## src/rtl/alu_pkg.sv

```systemverilog
// Shared widths, command record and issue-state encoding for the ALU issue queue.
package alu_pkg;

  localparam int DATA_W = 8;
  localparam int SEL_W  = 4;
  localparam int CMD_W  = 2 * DATA_W + SEL_W;

  typedef struct packed {
    logic [DATA_W-1:0] a;
    logic [DATA_W-1:0] b;
    logic [SEL_W-1:0]  sel;
  } alu_cmd_t;

  typedef enum logic {
    IDLE  = 1'b0,
    ISSUE = 1'b1
  } issue_state_e;

endpackage

```

## src/rtl/alu_cmd_fifo.sv

```systemverilog
// Circular command buffer with push/pop and an occupancy count.
// The caller never pushes when full or pops when empty.
module alu_cmd_fifo
  import alu_pkg::*;
#(
  parameter  int DEPTH = 4,
  parameter  int W     = CMD_W,
  localparam int PTR_W = $clog2(DEPTH),
  localparam int LVL_W = PTR_W + 1
) (
  input  logic             clock,
  input  logic             reset,
  input  logic             push,
  input  logic [W-1:0]     push_data,
  input  logic             pop,
  output logic [W-1:0]     head,
  output logic [LVL_W-1:0] level
);

  logic [W-1:0]     mem [DEPTH];
  logic [PTR_W-1:0] wr_ptr_q, wr_ptr_d;
  logic [PTR_W-1:0] rd_ptr_q, rd_ptr_d;
  logic [LVL_W-1:0] level_q, level_d;

  // Pointers are exactly log2(DEPTH) bits, so wrap-around is free.
  always_comb begin
    wr_ptr_d = wr_ptr_q + PTR_W'(push);
    rd_ptr_d = rd_ptr_q + PTR_W'(pop);
    level_d  = level_q + LVL_W'(push) - LVL_W'(pop);
  end

  // NOTE: sequential state uses non-blocking (<=) so every flop samples pre-edge values.
  always_ff @(posedge clock or negedge reset) begin
    if (!reset) begin
      wr_ptr_q <= '0;
      rd_ptr_q <= '0;
      level_q  <= '0;
    end else begin
      wr_ptr_q <= wr_ptr_d;
      rd_ptr_q <= rd_ptr_d;
      level_q  <= level_d;
    end
  end

  // NOTE: storage has no reset; an entry is only read after it was written, so X is never visible.
  always_ff @(posedge clock) begin
    if (push) mem[wr_ptr_q] <= push_data;
  end

  assign head  = mem[rd_ptr_q];
  assign level = level_q;

endmodule

```

## src/rtl/alu_issue_queue.sv

```systemverilog
// Command queue feeding an ALU through a registered operand stage.
// The stage refills from the queue head whenever it is empty or not stalled.
module alu_issue_queue #(
  parameter  int DEPTH  = 4,
  parameter  int DATA_W = alu_pkg::DATA_W,
  parameter  int SEL_W  = alu_pkg::SEL_W,
  localparam int LVL_W  = $clog2(DEPTH) + 1
) (
  input  logic              clock,
  input  logic              reset,
  input  logic              in_valid,
  output logic              in_ready,
  input  logic [DATA_W-1:0] in_a,
  input  logic [DATA_W-1:0] in_b,
  input  logic [SEL_W-1:0]  in_sel,
  input  logic              stall,
  output logic [DATA_W-1:0] a,
  output logic [DATA_W-1:0] b,
  output logic [SEL_W-1:0]  selection,
  output logic              op_valid,
  output logic [LVL_W-1:0]  level
);

  localparam int CMD_W = 2 * DATA_W + SEL_W;

  alu_pkg::issue_state_e state_q, state_d;
  logic [DATA_W-1:0]     a_q, a_d;
  logic [DATA_W-1:0]     b_q, b_d;
  logic [SEL_W-1:0]      sel_q, sel_d;
  logic [CMD_W-1:0]      head;
  logic [LVL_W-1:0]      fifo_level;
  logic                  push;
  logic                  load;
  logic                  pop;

  // Ready depends only on the registered level, so a same-cycle pop never frees a slot.
  assign in_ready = reset && (fifo_level < LVL_W'(DEPTH));
  assign push     = in_valid && in_ready;
  assign load     = (state_q == alu_pkg::IDLE) || !stall;
  assign pop      = load && (fifo_level != '0);

  alu_cmd_fifo #(
    .DEPTH (DEPTH),
    .W     (CMD_W)
  ) u_fifo (
    .clock     (clock),
    .reset     (reset),
    .push      (push),
    .push_data ({in_a, in_b, in_sel}),
    .pop       (pop),
    .head      (head),
    .level     (fifo_level)
  );

  // NOTE: every always_comb output gets a default first, so no path can infer a latch.
  always_comb begin
    state_d = state_q;
    a_d     = a_q;
    b_d     = b_q;
    sel_d   = sel_q;
    if (load) begin
      if (pop) begin
        {a_d, b_d, sel_d} = head;
        state_d           = alu_pkg::ISSUE;
      end else begin
        state_d = alu_pkg::IDLE;
      end
    end
  end

  always_ff @(posedge clock or negedge reset) begin
    if (!reset) begin
      state_q <= alu_pkg::IDLE;
      a_q     <= '0;
      b_q     <= '0;
      sel_q   <= '0;
    end else begin
      state_q <= state_d;
      a_q     <= a_d;
      b_q     <= b_d;
      sel_q   <= sel_d;
    end
  end

  assign a         = a_q;
  assign b         = b_q;
  assign selection = sel_q;
  assign op_valid  = (state_q == alu_pkg::ISSUE);
  assign level     = fifo_level;

endmodule

```

## config.mk

```make
export PLATFORM = sky130hd
export DESIGN_NAME = alu_issue_queue
export DESIGN_NICKNAME = d
export VERILOG_FILES = /design/src/rtl/alu_pkg.sv /design/src/rtl/alu_cmd_fifo.sv /design/src/rtl/alu_issue_queue.sv
export SDC_FILE = /design/constraint.sdc
export NUM_CORES = 1
export LEC_CHECK = 0
export CAP_MARGIN = 10
export CORE_ASPECT_RATIO = 1.25
export CORE_MARGIN = 8
export CORE_UTILIZATION = 43
export DETAILED_ROUTE_END_ITERATION = 10
export MAX_ROUTING_LAYER = met4
export SYNTH_ARGS = -nofsm -noshare
export SYNTH_HDL_FRONTEND = slang
export SYNTH_SLANG_ARGS = --single-unit
```

## constraint.sdc

```tcl
create_clock -name clock -period 2.8 [get_ports clock]
set_input_delay 0.42 -clock clock [delete_from_list [all_inputs] [get_ports clock]]
set_output_delay 0.42 -clock clock [all_outputs]
set_load 0.1 [all_outputs]
```

==> Yosys cells after proc, flatten, opt, wreduce, memory -nomap -nowiden <==
Memories as Yosys holds them, arrays and structs flattened. A register that Yosys moved wholly into a read port is not among the register bits.
Cells that the tools add are included.
{ "word_totals": {"reg_bits": 8, "ramBits": 80, "in_bits": 24, "out_inout_bits": 25, "word_cells": 22, "memories": 1} }
{ "memory_table": {"columns": ["memory", "depth", "width", "rd", "rd_clocked_by_memory_dff", "wr", "line", "rtl"], "rows": [
  ["u_fifo.mem", 4, 20, 1, 1, 1, "alu_cmd_fifo.sv:20", "logic [W-1:0] mem [DEPTH];"]
]} }
{ "op_classes": {"addsub": 4, "n_lt_le_gt_ge": 1, "mux": 3, "bitwise_logic": 1, "n_reduce_logical": 8} }
{ "op_table": {"columns": ["cell", "n"], "rows": [
  ["2-bit by 1-bit adder with 2-bit output", 2],
  ["3-bit by 1-bit adder with 3-bit output", 1],
  ["1-bit logical AND", 3],
  ["3-bit < comparator (second input constant)", 1],
  ["1-bit two-way mux", 3],
  ["3-bit nonzero test", 1],
  ["3-bit by 1-bit subtractor with 3-bit output", 1],
  ["1-bit logical NOT", 2],
  ["2-bit AND reduction", 1],
  ["1-bit logical OR", 1],
  ["1-bit inverter", 1]
]} }

==> Longest topological paths before layout <==
Gate-level depths: netlist of the first run.
{ "depth": {"ltp_word": 5, "ltp_mapped": 11, "depth_no_buf": 10} }

==> By module <==
Synthesis of the first run repeated with hierarchy kept, for this count alone.
{ "unflattened": {"hier_cells": 176, "hier_area_um2": 4101.4} }
{ "by_module_without_submodules": {"columns": ["module", "instances", "cells_each", "area_each_um2", "seq_area_each_um2"], "rows": [
  ["alu_cmd_fifo", 1, 127, 3218.1, 2577.5],
  ["alu_issue_queue", 1, 49, 883.3, 525.5]
]} }

==> Worst setup path before layout of the first run <==
Ideal clock, no wire load.
{ "synth_timing": {"kind": "reg-to-reg", "from": "reg u_fifo.level_q[2] (netlist: u_fifo.level[2])", "to": "mem u_fifo.mem[1][0] (netlist bit), enable pin", "setup_ps": 427, "t_arrival_ps": 4127, "required_time_ps": 2373, "slack_ps": -1754, "path_stages_with_launch": 4, "period_less_slack_ps": 4554, "path_cell_list": "dfrtp_1 > nor2b_1 > nand2_1 > nor3b_1"} }
{ "synth_between": {"elab_chain_cells": 5} }
{ "synth_rtl": {"columns": ["item", "line", "rtl"], "rows": [
  ["start, declared", "alu_cmd_fifo.sv:23", "logic [LVL_W-1:0] level_q, level_d;"],
  ["start signal, assigned", "alu_cmd_fifo.sv:41", "level_q <= level_d;"],
  ["3-bit < comparator", "alu_issue_queue.sv:37", "assign in_ready = reset && (fifo_level < LVL_W'(DEPTH));"],
  ["1-bit logical AND", "alu_issue_queue.sv:37", null],
  ["via in_ready", "alu_issue_queue.sv:12", "output logic in_ready,"],
  ["1-bit logical AND", "alu_issue_queue.sv:38", "assign push = in_valid && in_ready;"],
  ["1-bit two-way mux", "alu_cmd_fifo.sv:47", "if (push) mem[wr_ptr_q] <= push_data;"],
  ["1-bit two-way mux (not written as such)", "alu_cmd_fifo.sv:47", null],
  ["end, declared", "alu_cmd_fifo.sv:20", null]
]} }
The timed path passes the listed nets, and every way through them passes these cells.

==> Final worst setup path of the first run <==
{ "layout_timing": {"from": "reg u_fifo.level_q[1] (netlist: u_fifo.level[1])", "to": "reg u_fifo.level_q[2] (netlist: u_fifo.level[2])"} }
{ "layout_rtl": {"columns": ["item", "line", "rtl"], "rows": [
  ["3-bit nonzero test", "alu_issue_queue.sv:40", "assign pop = load && (fifo_level != '0);"],
  ["1-bit logical AND", "alu_issue_queue.sv:40", null],
  ["via pop", "alu_issue_queue.sv:34", "logic pop;"],
  ["3-bit by 1-bit subtractor with 3-bit output", "alu_cmd_fifo.sv:29", "level_d = level_q + LVL_W'(push) - LVL_W'(pop);"],
  ["via u_fifo.level_d[2]", "alu_cmd_fifo.sv:23", null]
]} }
The timed path passes the listed nets, and every way through them passes these cells.
A chain may end at the register's enable or synchronous reset.

==> results.py, run 1 <==
metrics = {
    "floorplanning": {
        "row_count": 39,
        "dieHeight_um": 124,
        "die_width_um": 102,
        "die_area_mm2": 0.0127,
        "io_pins": 49,
        "core_region_area_mm2": 0.00913,
        "start_util_pct": 43.9,
    },
    "layout": {
        "nNetsFinal": 272,
        "area_growth_syn_to_layout_pct": 24.1,
        "antenna_cells_inserted": 0,
        "layout-drive-gt1-share_pct": 38.7,
    },
    "logic_synthesis": {
        "yosys_warnings": 0,
        "synth_ff_type": "sky130_fd_sc_hd__edfxtp_1",
        "syn_area_mm2": 0.00401,
        "number_of_enable_type_register_cells_in_the_synthesized_netlist": 80,
        "post-synth-top-area-fraction_pct": 60.0,
        "synthDominantAreaCellType": "sky130_fd_sc_hd__edfxtp_1",
        "yosysUniqueCellTypes": 20,
        "part_of_the_yosys_area_used_for_sequential_elements_pct": 77.5,
        "synthesis.instances": 180,
        "netlist_top_cells_count": "sky130_fd_sc_hd__edfxtp_1, sky130_fd_sc_hd__dfrtp_1, sky130_fd_sc_hd__mux2_2, sky130_fd_sc_hd__mux4_2, sky130_fd_sc_hd__inv_1",
        "synth_fp_nets": 209,
        "post-synth-top-count-cell": "sky130_fd_sc_hd__edfxtp_1",
        "synthesis.area_per_instance_um2": 22.3,
        "postSynth.asyncResetShare_pct": 25.9,
        "ys_seq_elements": 108,
        "most_area_consuming_cells_after_synthesis": "sky130_fd_sc_hd__edfxtp_1, sky130_fd_sc_hd__dfrtp_1, sky130_fd_sc_hd__mux4_2, sky130_fd_sc_hd__mux2_2, sky130_fd_sc_hd__ha_1",
    },
    "sta": {
        "finalMaxSlewViolations": 0,
        "worst_slew_pin_slew_ns": 0.585,
        "finalHoldViolations": 0,
        "final_min_period_over_clock_period_pct": 77.1,
        "rsz0062_at_grt": "no",
        "total_setup_violations_reported_at_the_end_of_the_flow": 0,
        "timing.max_slew.rel_slack_pct": 61.0,
        "timing.hold.ws_ns": 0.112,
        "final_sum_of_negative_setup_slack_ns": 0,
        "final_period_minus_worst_setup_slack_ns": 2.16,
        "worst_slack_ns": 0.642,
        "fin_skew_ns": 0.00691,
        "peak_clock_frequency_supported_by_timing_mhz": 463,
    },
    "drt": {
        "antenna_violating_nets_post_route": 0,
        "route.vias.total": 1846,
        "drt_iter0_drc": 99,
        "drt-vias-per-instance": 4.98,
        "drt_first_pass_iters": 4,
        "drt-wirelength-per-cell_um": 19.1,
        "routed_wirelength_mm": 7.08,
        "drc_violations": 0,
    },
    "clock_network": {
        "tritoncts": "done",
        "cts.clk_slew.worst_paths_ns": 0.07,
        "ctsLongestPathBuffers": 2,
        "cts_setup_buffers": 0,
        "worstSkewPairLatency_ns": 0.34,
        "number_of_buffers_inserted_by_hold_repair_at_cts": 0,
        "cts.root.buffer_cell": "sky130_fd_sc_hd__clkbuf_16",
        "cts_buffers": 9,
        "cts_sinks": 108,
        "cts-resized-gates": 0,
        "h-tree-depth": 3,
    },
    "place": {
        "place_hpwl_mm": 4.60,
        "gp_routability_congestion": 0.686,
        "port_buffers": 48,
        "dp_worst_setup_slack_ns": 0.426,
    },
    "worst_setup_path": {
        "setup.worst_path.start_class": "register",
        "critical_path.endpoint_type": "register",
        "cpMaxStageDelayCell": "sky130_fd_sc_hd__dfrtp_2",
        "arrival_ns": 2.42,
        "worst-path-buf-inv": 3,
        "timing_worst_setup_path_type": "register to register",
        "cpLargestDelayFamily": "adder cells",
        "cpPeakStageDelay_ns": 0.45,
        "critical-path-top-cell-by-count": "sky130_fd_sc_hd__inv_1",
        "required_ns": 3.06,
        "crit_path_max_fanout": 4,
        "worstPathCellList": "nor3_1 > nand2b_1 > inv_1 > ha_1 > inv_1 > ha_1 > inv_1 > fa_1 > xnor2_1 > xnor2_1",
    },
    "global_routing": {
        "vias_in_the_first_global_route": 2089,
        "global_route.overflow_total": 0,
        "wire_length_of_the_first_global_routing_pass_mm": 11.2,
        "grt_start_max_net_pins": 29,
        "antenna_found_initial": 0,
        "grt.total_usage_pct": 12.7,
    },
    "flow_run": {
        "cap_viol_max_count": 0,
    },
    "status": {
        "run_status": "completed",
    },
    "hold_path": {
        "min_path_type": "input pin to async pin",
    },
}
==> metal layers <==
metal / up-vias / global-route usage [%] / share of wire (%)
li1: 832 / - / -
met1: 966 / 14.3 / 41
met2: 40 / 21.0 / 53
met3: 8 / 4.25 / 4.3
met4: 0 / 3.86 / 1.2
met5: - / - / 0
==> worst register-to-register path: cells and delay by family, from the launching register on <==
| family | cells | cell delay (ns) |
|---|---|---|
| adder cells (fa/ha/maj) | 3 | 0.77 |
| flip-flops | 1 | 0.45 |
| AND/OR/NAND/NOR | 2 | 0.39 |
| XOR/XNOR | 2 | 0.31 |
| buffers and inverters | 3 | 0.17 |
==> area by class of cell <==
class / count / area (um^2)
Tap cell: 123 / 154
Fill cell: 735 / 4160
Inverter: 6 / 22.5
Clock buffer: 10 / 239
Sequential cell: 108 / 3110
Timing Repair Buffer: 58 / 538
Multi-Input combinational cell: 60 / 873
Clock inverter: 6 / 37.5
==> cell families (layout without fill, tap and decap cells) <==
kind of cell / count (synthesis) / in the layout / share of synthesized area, %
buffers and inverters: 12 / 80 / 1.66
xor gates and xnor gates: 4 / 4 / 0.875
adders and majority gates: 5 / 5 / 1.75
muxes: 40 / 40 / 16.9
DFF: 108 / 108 / 77.5
and+or+nand+nor: 11 / 11 / 1.37
==> flip-flops by register name (all words and copies together) (netlist names) <==
register / count
u_fifo.rd_ptr_q: 2
b: 8
selection: 4
op_valid: 1
u_fifo.mem: 80
u_fifo.wr_ptr_q: 2
a: 8
u_fifo.level: 3
==> final timing paths <==
kind	startpoint	end	slack, ns	cells past startpoint
max in group asynchronous	reset	u_fifo.level[1]$_DFF_PN0_	2.38	2
min in group clock	selection[3]$_DFFE_PN0P_	selection[3]$_DFFE_PN0P_	0.51	1
min	reset	b[1]$_DFFE_PN0P_	0.11	2
max reg2reg	u_fifo.level[1]$_DFF_PN0_	u_fifo.level[2]$_DFF_PN0_	0.64	10
max	u_fifo.level[1]$_DFF_PN0_	u_fifo.level[2]$_DFF_PN0_	0.64	10
min reg2reg	selection[3]$_DFFE_PN0P_	selection[3]$_DFFE_PN0P_	0.51	1
==> through the flow <==
| stage | util (%) | cell area (um^2) | instances |
|---|---|---|---|
| detailed placement | 51.4 | 4690 | 355 |
| global route | 54.5 | 4970 | 371 |
| floorplan | - | 4050 | 180 |
| CTS | 54.5 | 4970 | 371 |
| global placement | 51.4 | 4690 | 355 |
| finish | 54.5 | 4970 | 371 |
==> layout by cell type (no fill, tap or decap), types with 6 or more instances in the layout <==
| cell | count |
|---|---|
| sky130_fd_sc_hd__dfrtp_1 | 26 |
| sky130_fd_sc_hd__clkdlybuf4s50_1 | 22 |
| sky130_fd_sc_hd__clkbuf_16 | 9 |
| sky130_fd_sc_hd__mux2_2 | 20 |
| sky130_fd_sc_hd__buf_4 | 31 |
| sky130_fd_sc_hd__edfxtp_1 | 80 |
| sky130_fd_sc_hd__mux4_2 | 20 |
| sky130_fd_sc_hd__inv_1 | 6 |
Power of run 1 is left out: the tool's default activity adds up to more than one toggle a clock period on the data nets, which glitch-free logic cannot reach.
==> inputs of run 2 (changes only) <==
--- a/config.mk
+++ b/config.mk
@@ -11,6 +11,7 @@
 export CORE_UTILIZATION = 43
 export DETAILED_ROUTE_END_ITERATION = 10
 export MAX_ROUTING_LAYER = met4
+export PLACE_DENSITY = 0.67
 export SYNTH_ARGS = -nofsm -noshare
 export SYNTH_HDL_FRONTEND = slang
 export SYNTH_SLANG_ARGS = --single-unit
==> constraint.sdc (replaced) <==
create_clock -name clock -period 1.8 [get_ports clock]
set_input_delay 0.27 -clock clock [delete_from_list [all_inputs] [get_ports clock]]
set_output_delay 0.27 -clock clock [all_outputs]
set_load 0.1 [all_outputs]
==> results.py, run 2 (synthesized netlist as in run 1, its figures left out) <==
metrics = {
    "sta": {
        "peak_clock_frequency_supported_by_timing_mhz": 502,
        "rsz0062_at_grt": "yes",
        "fin_skew_ns": 0.00452,
        "finalHoldViolations": 0,
        "worst_slew_pin_slew_ns": 0.401,
        "final_min_period_over_clock_period_pct": 111,
        "timing.max_slew.rel_slack_pct": 73.2,
        "final_period_minus_worst_setup_slack_ns": 1.99,
        "total_setup_violations_reported_at_the_end_of_the_flow": 2,
        "worst_slack_ns": -0.192,
        "finalMaxSlewViolations": 0,
    },
    "worst_setup_path": {
        "setup.worst_path.start_class": "register",
        "arrival_ns": 2.22,
        "required_ns": 2.03,
        "critical_path.endpoint_type": "register",
        "crit_path_max_fanout": 2,
        "timing_worst_setup_path_type": "register to register",
    },
    "drt": {
        "routed_wirelength_mm": 7.34,
        "drc_violations": 0,
        "drt-vias-per-instance": 4.98,
        "drt_first_pass_iters": 4,
        "route.vias.total": 1933,
        "drt-wirelength-per-cell_um": 18.9,
        "antenna_violating_nets_post_route": 0,
        "drt_iter0_drc": 73,
    },
    "layout": {
        "final_cell_mix": "sky130_fd_sc_hd__edfxtp_1, sky130_fd_sc_hd__buf_4, sky130_fd_sc_hd__dfrtp_1",
        "largest_register_ffs": 80,
        "area_growth_syn_to_layout_pct": 33.3,
        "layout.cells.non_filler": 388,
        "layout-drive-gt1-share_pct": 48.3,
        "antenna_cells_inserted": 0,
        "nNetsFinal": 289,
        "largest_register": "u_fifo.mem",
        "layout.cell_area.non_filler_mm2": 0.00534,
        "mostFrequentLayoutCell": "sky130_fd_sc_hd__edfxtp_1",
        "num-fill-cells": 685,
    },
    "hold_path": {
        "min_path_type": "input pin to async pin",
    },
    "clock_network": {
        "ctsLongestPathBuffers": 2,
        "h-tree-depth": 3,
        "cts.clk_slew.worst_paths_ns": 0.07,
        "tritoncts": "done",
        "cts_buffers": 9,
        "worstSkewPairLatency_ns": 0.34,
        "cts_sinks": 108,
        "cts.root.buffer_cell": "sky130_fd_sc_hd__clkbuf_16",
    },
    "global_routing": {
        "wire_length_of_the_first_global_routing_pass_mm": 11.7,
        "global_route.overflow_total": 0,
        "antenna_found_initial": 0,
        "grt.total_usage_pct": 13.4,
        "grt_start_max_net_pins": 29,
        "vias_in_the_first_global_route": 2151,
    },
    "floorplanning": {
        "die_area_mm2": 0.0127,
        "io_pins": 49,
        "die_width_um": 102,
        "core_region_area_mm2": 0.00913,
        "start_util_pct": 43.9,
        "row_count": 39,
        "dieHeight_um": 124,
    },
    "place": {
        "placed_cell_area_mm2": 0.00492,
        "port_buffers": 48,
        "place.detailed.instances": 368,
        "place_hpwl_mm": 4.80,
        "dp_worst_setup_slack_ns": -0.357,
        "gp_routability_congestion": 0.667,
    },
    "status": {
        "failed_checks": "negative setup slack",
        "run_status": "finished, violations left",
    },
    "flow_run": {
        "cap_viol_max_count": 0,
    },
}
[run 2: changes by cell type in the layout (fill, tap and decap cells not counted), sizes merged]
cell,before,now
clkinvlp,1,0
dlygate4sd3,0,1
inv,8,7
buf,36,51
bufinv,0,3
[run 2: per-stage QoR]
stage | utilization [%] | TNS [ns] | hold WS (ns)
final | 58.5 | -0.319 | 0.507
after global routing | 58.5 | -1.29 | 0.524
after CTS | 57.9 | -0.364 | 0.502
after detailed placement | 53.9 | -0.630 | 0.337
after global placement | 53.9 | -0.523 | 0.329
after floorplan | - | -40.65 | -0.0256
[run 2: critical path: stages (launching register included)]
cell	delay, ns
sky130_fd_sc_hd__dfrtp_4	0.49
sky130_fd_sc_hd__nor3_4	0.19
sky130_fd_sc_hd__nand2b_4	0.16
sky130_fd_sc_hd__inv_4	0.04
sky130_fd_sc_hd__ha_4	0.20
sky130_fd_sc_hd__inv_2	0.06
sky130_fd_sc_hd__ha_4	0.12
sky130_fd_sc_hd__inv_2	0.03
sky130_fd_sc_hd__fa_2	0.34
sky130_fd_sc_hd__xnor2_2	0.14
sky130_fd_sc_hd__xnor2_1	0.12
[run 2: layout make-up]
class / instances / area, um^2 / share of cell area, %
multi-input cells: 60 / 943 / 17.7
repair buffers: 75 / 763 / 14.3
inverters: 6 / 27.5 / 0.516
clock inverters: 7 / 113 / 2.11
clock buffers: 9 / 225 / 4.22
flip-flops and latches: 108 / 3110 / 58.3
well taps: 123 / 154 / 2.88
[run 2: path summary, 6_finish.rpt]
path                                           start                   endpoint  slack (ns)  cells after the start
max                        u_fifo.level[1]$_DFF_PN0_  u_fifo.level[2]$_DFF_PN0_       -0.19                     10
min                                            reset  u_fifo.level[2]$_DFF_PN0_        0.51                      3
max reg2reg                u_fifo.level[1]$_DFF_PN0_  u_fifo.level[2]$_DFF_PN0_       -0.19                     10
min reg2reg                         a[6]$_DFFE_PN0P_           a[6]$_DFFE_PN0P_        0.51                      1
max in group asynchronous                      reset  u_fifo.level[1]$_DFF_PN0_        0.97                      3
min in group clock                  a[6]$_DFFE_PN0P_           a[6]$_DFFE_PN0P_        0.51                      1
[run 2: layer usage]
| layer | share of wire [%] | track usage, % | vias up | wire, um |
|---|---|---|---|---|
| li1 | - | - | 875 | - |
| met1 | 39 | 14.3 | 1013 | 2860 |
| met2 | 54 | 22.3 | 36 | 4000 |
| met3 | 4.6 | 4.31 | 9 | 340 |
| met4 | 1.8 | 5.70 | 0 | 135 |
| met5 | 0 | - | - | 0 |
[run 2: repair_timing]
action | CTS | global route
hold buffers | 1 | 0
resized for setup | 1 | 7
endpoints found under the setup margin | 2 | 62
gates cloned | 0 | 1
endpoints found under the hold margin | 28 | 0
setup buffers | 1 | 1
pin swaps | 5 | 1
Power of run 2 is left out for the same reason.
==> inputs of run 3 (changes only) <==
--- a/config.mk
+++ b/config.mk
@@ -9,6 +9,7 @@
 export CORE_ASPECT_RATIO = 1.25
 export CORE_MARGIN = 8
 export CORE_UTILIZATION = 43
+export CTS_CLUSTER_SIZE = 30
 export DETAILED_ROUTE_END_ITERATION = 10
 export MAX_ROUTING_LAYER = met4
 export PLACE_DENSITY = 0.67
==> results of run 3 <==
Same layout as run 2: the final DEF is identical, and so are final timing and power.
Power of run 3 is left out for the same reason.
